$ cat src/rtl/klp32_pkg.sv
// Shared RV32M encodings and constants for the iterative multiply/divide unit.
package klp32_pkg;

    localparam logic [2:0] F3_MUL    = 3'b000;
    localparam logic [2:0] F3_MULH   = 3'b001;
    localparam logic [2:0] F3_MULHSU = 3'b010;
    localparam logic [2:0] F3_MULHU  = 3'b011;
    localparam logic [2:0] F3_DIV    = 3'b100;
    localparam logic [2:0] F3_DIVU   = 3'b101;
    localparam logic [2:0] F3_REM    = 3'b110;
    localparam logic [2:0] F3_REMU   = 3'b111;

    typedef enum logic [1:0] {
        IDLE = 2'd0,
        CALC = 2'd1,
        FIX  = 2'd2,
        DONE = 2'd3
    } md_state_t;

    localparam logic [31:0] DIV_BY_ZERO = 32'hFFFF_FFFF;

    // Operand A is treated as signed for MULH, MULHSU, DIV and REM.
    function automatic logic a_is_signed(input logic [2:0] f3);
        return (f3 == F3_MULH) || (f3 == F3_MULHSU) || (f3 == F3_DIV) || (f3 == F3_REM);
    endfunction

    function automatic logic b_is_signed(input logic [2:0] f3);
        return (f3 == F3_MULH) || (f3 == F3_DIV) || (f3 == F3_REM);
    endfunction

endpackage

$ cat src/rtl/muldiv_sign_fix.sv
// Combinational sign handling: magnitude extraction at accept, and sign
// correction / result selection once the unsigned iteration has finished.
module muldiv_sign_fix
    import klp32_pkg::*;
#(
    parameter int N = 32
) (
    input  logic [2:0]     acc_funct3,
    input  logic [N-1:0]   acc_a,
    input  logic [N-1:0]   acc_b,
    output logic           acc_sign_a,
    output logic           acc_sign_b,
    output logic [N-1:0]   acc_mag_a,
    output logic [N-1:0]   acc_mag_b,

    input  logic [2:0]     fix_funct3,
    input  logic           fix_sign_a,
    input  logic           fix_sign_b,
    input  logic           fix_div_zero,
    input  logic [2*N-1:0] fix_acc,
    input  logic [N-1:0]   fix_quot,
    output logic [N-1:0]   fix_result
);

    logic           neg_res;
    logic [2*N-1:0] prod;
    logic [N-1:0]   quot;
    logic [N-1:0]   rem;

    always_comb begin
        acc_sign_a = a_is_signed(acc_funct3) & acc_a[N-1];
        acc_sign_b = b_is_signed(acc_funct3) & acc_b[N-1];
        acc_mag_a  = acc_sign_a ? -acc_a : acc_a;
        acc_mag_b  = acc_sign_b ? -acc_b : acc_b;
    end

    // Signs were only latched for signed operands, so unsigned ops never negate.
    always_comb begin
        neg_res = fix_sign_a ^ fix_sign_b;
        prod    = neg_res ? -fix_acc : fix_acc;
        quot    = neg_res ? -fix_quot : fix_quot;
        rem     = fix_sign_a ? -fix_acc[2*N-1:N] : fix_acc[2*N-1:N];
        case (fix_funct3)
            F3_MUL:                        fix_result = prod[N-1:0];
            F3_MULH, F3_MULHSU, F3_MULHU:  fix_result = prod[2*N-1:N];
            F3_DIV, F3_DIVU:               fix_result = fix_div_zero ? N'(DIV_BY_ZERO) : quot;
            default:                       fix_result = rem;
        endcase
    end

endmodule

$ cat src/rtl/alu_muldiv_unit.sv
// Iterative RV32M multiply/divide: radix-2 shift-add multiply and restoring
// divide, fixed n+2 cycle latency with start/busy/done handshake.
module alu_muldiv_unit
    import klp32_pkg::*;
#(
    parameter int n = 32
) (
    input  logic         clk,
    input  logic         rst_n,
    input  logic         start,
    input  logic [2:0]   funct3,
    input  logic [n-1:0] operandA,
    input  logic [n-1:0] operandB,
    input  logic         flush,
    output logic [n-1:0] result,
    output logic         busy,
    output logic         done
);

    localparam int CNT_W = $clog2(n);

    md_state_t        state_q, state_d;
    logic [2:0]       op_q;
    logic             sign_a_q, sign_b_q, div0_q;
    logic [n-1:0]     a_q, b_q;
    logic [2*n-1:0]   acc_q;
    logic [CNT_W-1:0] count_q;
    logic [n-1:0]     result_q;

    logic             accept, last_iter;
    logic             sign_a, sign_b;
    logic [n-1:0]     mag_a, mag_b, fix_result;

    logic [n:0]       mul_sum;
    logic [n:0]       div_shift;
    logic [n+1:0]     div_diff;
    logic             q_bit;
    logic [n-1:0]     rem_next;

    assign accept    = (state_q == IDLE) && start && !flush;
    assign last_iter = (count_q == CNT_W'(n-1));
    assign busy      = (state_q != IDLE);
    assign done      = (state_q == DONE);
    assign result    = result_q;

    muldiv_sign_fix #(.N(n)) u_sign_fix (
        .acc_funct3   (funct3),
        .acc_a        (operandA),
        .acc_b        (operandB),
        .acc_sign_a   (sign_a),
        .acc_sign_b   (sign_b),
        .acc_mag_a    (mag_a),
        .acc_mag_b    (mag_b),
        .fix_funct3   (op_q),
        .fix_sign_a   (sign_a_q),
        .fix_sign_b   (sign_b_q),
        .fix_div_zero (div0_q),
        .fix_acc      (acc_q),
        .fix_quot     (a_q),
        .fix_result   (fix_result)
    );

    always_ff @(posedge clk or negedge rst_n) begin
        if (!rst_n) state_q <= IDLE;
        else        state_q <= state_d;
    end

    always_comb begin
        state_d = state_q;
        case (state_q)
            IDLE:    if (start) state_d = CALC;
            CALC:    if (last_iter) state_d = FIX;
            FIX:     state_d = DONE;
            default: state_d = IDLE;
        endcase
        if (flush) state_d = IDLE;
    end

    // Multiply: product high half accumulates A, shifting into the low half
    // as the multiplier in b_q is consumed LSB first.
    // Divide: a_q shifts the dividend out MSB first and the quotient in LSB first;
    // the partial remainder lives in acc_q's high half.
    always_comb begin
        mul_sum   = {1'b0, acc_q[2*n-1:n]} + {1'b0, (b_q[0] ? a_q : '0)};
        div_shift = {acc_q[2*n-1:n], a_q[n-1]};
        div_diff  = {1'b0, div_shift} - {2'b00, b_q};
        q_bit     = ~div_diff[n+1];
        rem_next  = q_bit ? div_diff[n-1:0] : div_shift[n-1:0];
    end

    always_ff @(posedge clk or negedge rst_n) begin
        if (!rst_n) begin
            op_q     <= '0;
            sign_a_q <= 1'b0;
            sign_b_q <= 1'b0;
            div0_q   <= 1'b0;
            a_q      <= '0;
            b_q      <= '0;
            acc_q    <= '0;
            count_q  <= '0;
            result_q <= '0;
        end else begin
            if (accept) begin
                op_q     <= funct3;
                sign_a_q <= sign_a;
                sign_b_q <= sign_b;
                div0_q   <= (operandB == '0);
                a_q      <= mag_a;
                b_q      <= mag_b;
                acc_q    <= '0;
                count_q  <= '0;
            end else if (state_q == CALC) begin
                count_q <= count_q + CNT_W'(1);
                if (op_q[2]) begin
                    acc_q <= {rem_next, acc_q[n-1:0]};
                    a_q   <= {a_q[n-2:0], q_bit};
                end else begin
                    acc_q <= {mul_sum, acc_q[n-1:1]};
                    b_q   <= {1'b0, b_q[n-1:1]};
                end
            end
            if (state_q == FIX && !flush) result_q <= fix_result;
        end
    end

endmodule

$ cat config.mk
export PLATFORM = sky130hd
export DESIGN_NAME = alu_muldiv_unit
export DESIGN_NICKNAME = d
export VERILOG_FILES = /design/src/rtl/klp32_pkg.sv /design/src/rtl/muldiv_sign_fix.sv /design/src/rtl/alu_muldiv_unit.sv
export SDC_FILE = /design/constraint.sdc
export NUM_CORES = 1
export LEC_CHECK = 0
export ABC_CLOCK_PERIOD_IN_PS = 3200
export BUFFER_PORTS_ARGS = -buffer_cell sky130_fd_sc_hd__buf_2
export CAP_MARGIN = 10
export CORE_MARGIN = 4
export CORE_UTILIZATION = 57
export DETAILED_ROUTE_END_ITERATION = 10
export PLACE_DENSITY_LB_ADDON = 0.15
export SLEW_MARGIN = 0
export SYNTH_ARGS = -nofsm -noshare
export SYNTH_HDL_FRONTEND = slang
export SYNTH_SLANG_ARGS = --single-unit
$ cat constraint.sdc
create_clock -name clk -period 3.2 [get_ports clk]
set_input_delay 0.64 -clock clk [delete_from_list [all_inputs] [get_ports clk]]
set_output_delay 0.64 -clock clk [all_outputs]
set_load 0.01 [all_outputs]
==> flow_summary.json <==
{
  "status": "completed",
  "synth_fp_nets": 2280,
  "overflow": 0,
  "via_count_normalized_by_instance_count": 6.310,
  "drt_pass1_iterations": 6,
  "initial_core_util": 0.5777,
  "htree_levels": 4,
  "finalWeightedCongestion": 1.007,
  "grt_antenna_before_repair": 1,
  "finalClockSkew_ns": 0.01587,
  "wl_per_cell_um": 20.92,
  "crit_arrival_ns": 3.50,
  "dieArea_mm2": 0.03091,
  "synthDistinctLibCells": 82,
  "async_reset_ff_frac": 1.000,
  "hold_ws_ns": 0.1814,
  "worst_slew_pin_slew_ns": 1.091,
  "postPlaceCellArea_mm2": 0.01789,
  "synth.yosys.seq_area_share": 0.2697,
  "layout.nets": 2435,
  "vias": 16890,
  "top_level_ports": 105,
  "detail_route.wirelength_um": 56010,
  "period_minus_slack_ns": 3.170,
  "static-leakage-power_nw": 8.493,
  "mappedNetlistArea_mm2": 0.01605,
  "n_fill_cell": 2519,
  "die_w_um": 175.8,
  "timing.critical_path.from_type": "register",
  "detail_route.drc_violations": 0,
  "post_route_cells_drive_above_1_share": 0.1683,
  "finalCritPeriodShare": 0.9905,
  "ant_nets": 0,
  "grt_pass1_vias": 15750,
  "coreArea_mm2": 0.02778,
  "drt_first_iter_violations": 1854,
  "ys_dominant_reg_cell": "sky130_fd_sc_hd__dfrtp_1",
  "fmaxAchievable_mhz": 315.5,
  "diodes": 0,
  "cts_hold_buf": 0,
  "criticalPathCategory": "reg2reg",
  "timing.final.hold_violations": 0,
  "syn-mean-instance-area_um2": 7.531,
  "port_buffers": 104,
  "synth_warnings": 0,
  "number_of_standard_cells_in_the_layout_taps_in_and_fillers_out": 2677,
  "syn-instance-count": 2131,
  "clkSlewWorstSetupHoldPaths_ns": 0.08,
  "required_ns": 3.53,
  "cts_buffers": 17,
  "post_layout_inst_area_mm2": 0.01877,
  "grt_setup_unrepaired": "true",
  "synth_enable_flop_cells": 0,
  "worst_ir_drop_vdd_v": 0.0006615,
  "hp-class": "in2async",
  "setup_viol_count_final": 0,
  "grt_pass1_wl_um": 86980,
  "ys_ff_latch": 173,
  "cts_root_buffer": "sky130_fd_sc_hd__clkbuf_16",
  "numClockSinks": 173,
  "report.final.slew_viol_count": 0,
  "fin_util": 0.6756,
  "timing.critical_path.to_type": "register",
  "floorplan.rows": 61,
  "slew_headroom": 0.2709,
  "floorplan.die.height_um": 175.8,
  "power.density_mw_per_mm2": 1223,
  "pin_count_of_the_biggest_net_entering_global_routing": 105,
  "syn_to_final_growth_pct": 16.95,
  "critical_path.max_fanout": 7,
  "cts_max_path_buffers": 2,
  "track_usage": 0.3549,
  "placed_cells_incl_taps": 2642,
  "dp_hpwl_um": 42690,
  "worstSkewPairLatency_ns": 0.46,
  "count_of_maximum_capacitance_violations": 0,
  "cts_tree": "yes"
}
area by class of cell:
type,count,area (um2),area share
Clock buffer,17,425.4,0.02267
Clock inverter,15,172.7,0.009199
Inverter,70,262.8,0.01400
Multi-Input combinational cell,1745,11190,0.5963
Sequential cell,173,4333,0.2309
Tap cell,378,473.0,0.02520
Timing Repair Buffer,279,1911,0.1018
report_power, final:
| group | leakage, nW | internal (mW) | switching, mW |
|---|---|---|---|
| logic | 6.02 | 6.68 | 10.0 |
| registers | 2.19 | 3.05 | 0.994 |
| clock network | 0.289 | 1.12 | 1.08 |
routing by layer:
layer  vias up  part of all wire  global-route usage
met5         -           0.00023                   0
li1       7873                 -                   -
met1      7990              0.44              0.5087
met3       121             0.097             0.07749
met2       906              0.43              0.5340
met4         2             0.032              0.1199
what timing repair did:
item	4_1_cts	5_1_grt
gates cloned	0	1
pin swaps	0	17
resized for setup	4	57
setup endpoints to repair	3	27
setup buffers	0	2
final timing paths:
kind | from | end | slack [ns] | depth (start not counted)
max | b_q[0] | acc_q[60] | 0.03 | 14
min | rst_n | b_q[25] | 0.18 | 1
max reg2reg | b_q[0] | acc_q[60] | 0.03 | 14
min reg2reg | result[15] | result[15] | 0.47 | 2
max in group asynchronous | rst_n | a_q[17] | 2.21 | 2
min in group clk | funct3[1] | op_q[1] | 0.44 | 3
kinds of logic (layout without fill, tap and decap cells):
kind of cell,Yosys count,count (layout),synth area share
muxes,39,39,0.02456
buffers and inverters,213,381,0.05130
and+or+nand+nor,748,748,0.2153
adders and majority gates,78,78,0.06174
AOI/OAI and AO/OA,645,645,0.2491
xor gates and xnor gates,235,235,0.1282
DFF,173,173,0.2697
synthesized netlist by cell type (13+ instances only):
cell type                  number  share of area
sky130_fd_sc_hd__o21ai_0      183          0.057
sky130_fd_sc_hd__nor2_1       190          0.044
sky130_fd_sc_hd__clkbuf_1     122          0.029
sky130_fd_sc_hd__and2_1        38          0.015
sky130_fd_sc_hd__o21bai_1      13         0.0061
sky130_fd_sc_hd__nand2_1      311          0.073
sky130_fd_sc_hd__nand2b_1      13         0.0051
sky130_fd_sc_hd__nand3_1       29         0.0090
sky130_fd_sc_hd__o211ai_1      13         0.0061
sky130_fd_sc_hd__or3_1         17         0.0066
sky130_fd_sc_hd__a31oi_1       48          0.019
sky130_fd_sc_hd__a211oi_1      25          0.012
sky130_fd_sc_hd__ha_1          76          0.059
sky130_fd_sc_hd__a22oi_1       14         0.0065
sky130_fd_sc_hd__o31ai_1       27          0.013
sky130_fd_sc_hd__nor4_1        16         0.0062
sky130_fd_sc_hd__a21oi_1      182          0.057
sky130_fd_sc_hd__dfrtp_1      173           0.27
sky130_fd_sc_hd__nand4_1       20         0.0078
sky130_fd_sc_hd__inv_1         70          0.016
sky130_fd_sc_hd__xnor2_1      132          0.072
sky130_fd_sc_hd__a221oi_1      13         0.0071
sky130_fd_sc_hd__mux2i_1       36          0.022
sky130_fd_sc_hd__nor3_1        44          0.014
sky130_fd_sc_hd__a21o_1        28          0.013
sky130_fd_sc_hd__and3_1        17         0.0066
sky130_fd_sc_hd__o221ai_1      20          0.011
sky130_fd_sc_hd__xor2_1       103          0.056
per-stage QoR:
| step | TNS [ns] | total power [mW] | setup slack [ns] |
|---|---|---|---|
| after global placement | -0.03034 | 19.50 | -0.03005 |
| after floorplan | 0 | 14.26 | 0.1515 |
| after detailed placement | -0.5813 | 19.75 | -0.1436 |
| final | 0 | 22.95 | 0.03033 |
| after global routing | -0.2439 | 24.44 | -0.1019 |
| after CTS | 0 | 22.06 | 0.0004403 |
layout by cell type (no fill, tap or decap), types with 29 or more instances in the layout:
cell type,instances
sky130_fd_sc_hd__a21oi_1,178
sky130_fd_sc_hd__a31oi_1,47
sky130_fd_sc_hd__and2_1,37
sky130_fd_sc_hd__buf_2,103
sky130_fd_sc_hd__buf_4,168
sky130_fd_sc_hd__dfrtp_1,170
sky130_fd_sc_hd__ha_1,71
sky130_fd_sc_hd__inv_1,69
sky130_fd_sc_hd__mux2i_1,36
sky130_fd_sc_hd__nand2_1,310
sky130_fd_sc_hd__nand3_1,29
sky130_fd_sc_hd__nor2_1,187
sky130_fd_sc_hd__nor3_1,43
sky130_fd_sc_hd__o21ai_0,172
sky130_fd_sc_hd__xnor2_1,131
sky130_fd_sc_hd__xor2_1,102
state kept, by name (all words and copies together) (netlist names):
| name | flops |
|---|---|
| a_q | 32 |
| acc_q | 64 |
| b_q | 32 |
| count_q | 5 |
| div0_q | 1 |
| op_q | 3 |
| result | 32 |
| sign_a_q | 1 |
| sign_b_q | 1 |
| state_q | 2 |
critical path, cell delays in order (launching register included):
cell,delay [ns]
sky130_fd_sc_hd__dfrtp_2,0.47
sky130_fd_sc_hd__buf_6,0.16
sky130_fd_sc_hd__and2_1,0.15
sky130_fd_sc_hd__ha_1,0.29
sky130_fd_sc_hd__nand3_1,0.10
sky130_fd_sc_hd__nor4_1,0.29
sky130_fd_sc_hd__o21ai_1,0.12
sky130_fd_sc_hd__buf_4,0.16
sky130_fd_sc_hd__o21a_4,0.23
sky130_fd_sc_hd__nand4_1,0.12
sky130_fd_sc_hd__a31oi_4,0.12
sky130_fd_sc_hd__o41ai_2,0.36
sky130_fd_sc_hd__buf_4,0.18
sky130_fd_sc_hd__mux2i_1,0.21
sky130_fd_sc_hd__o211ai_1,0.10
Power figures use the tool's default switching activity.
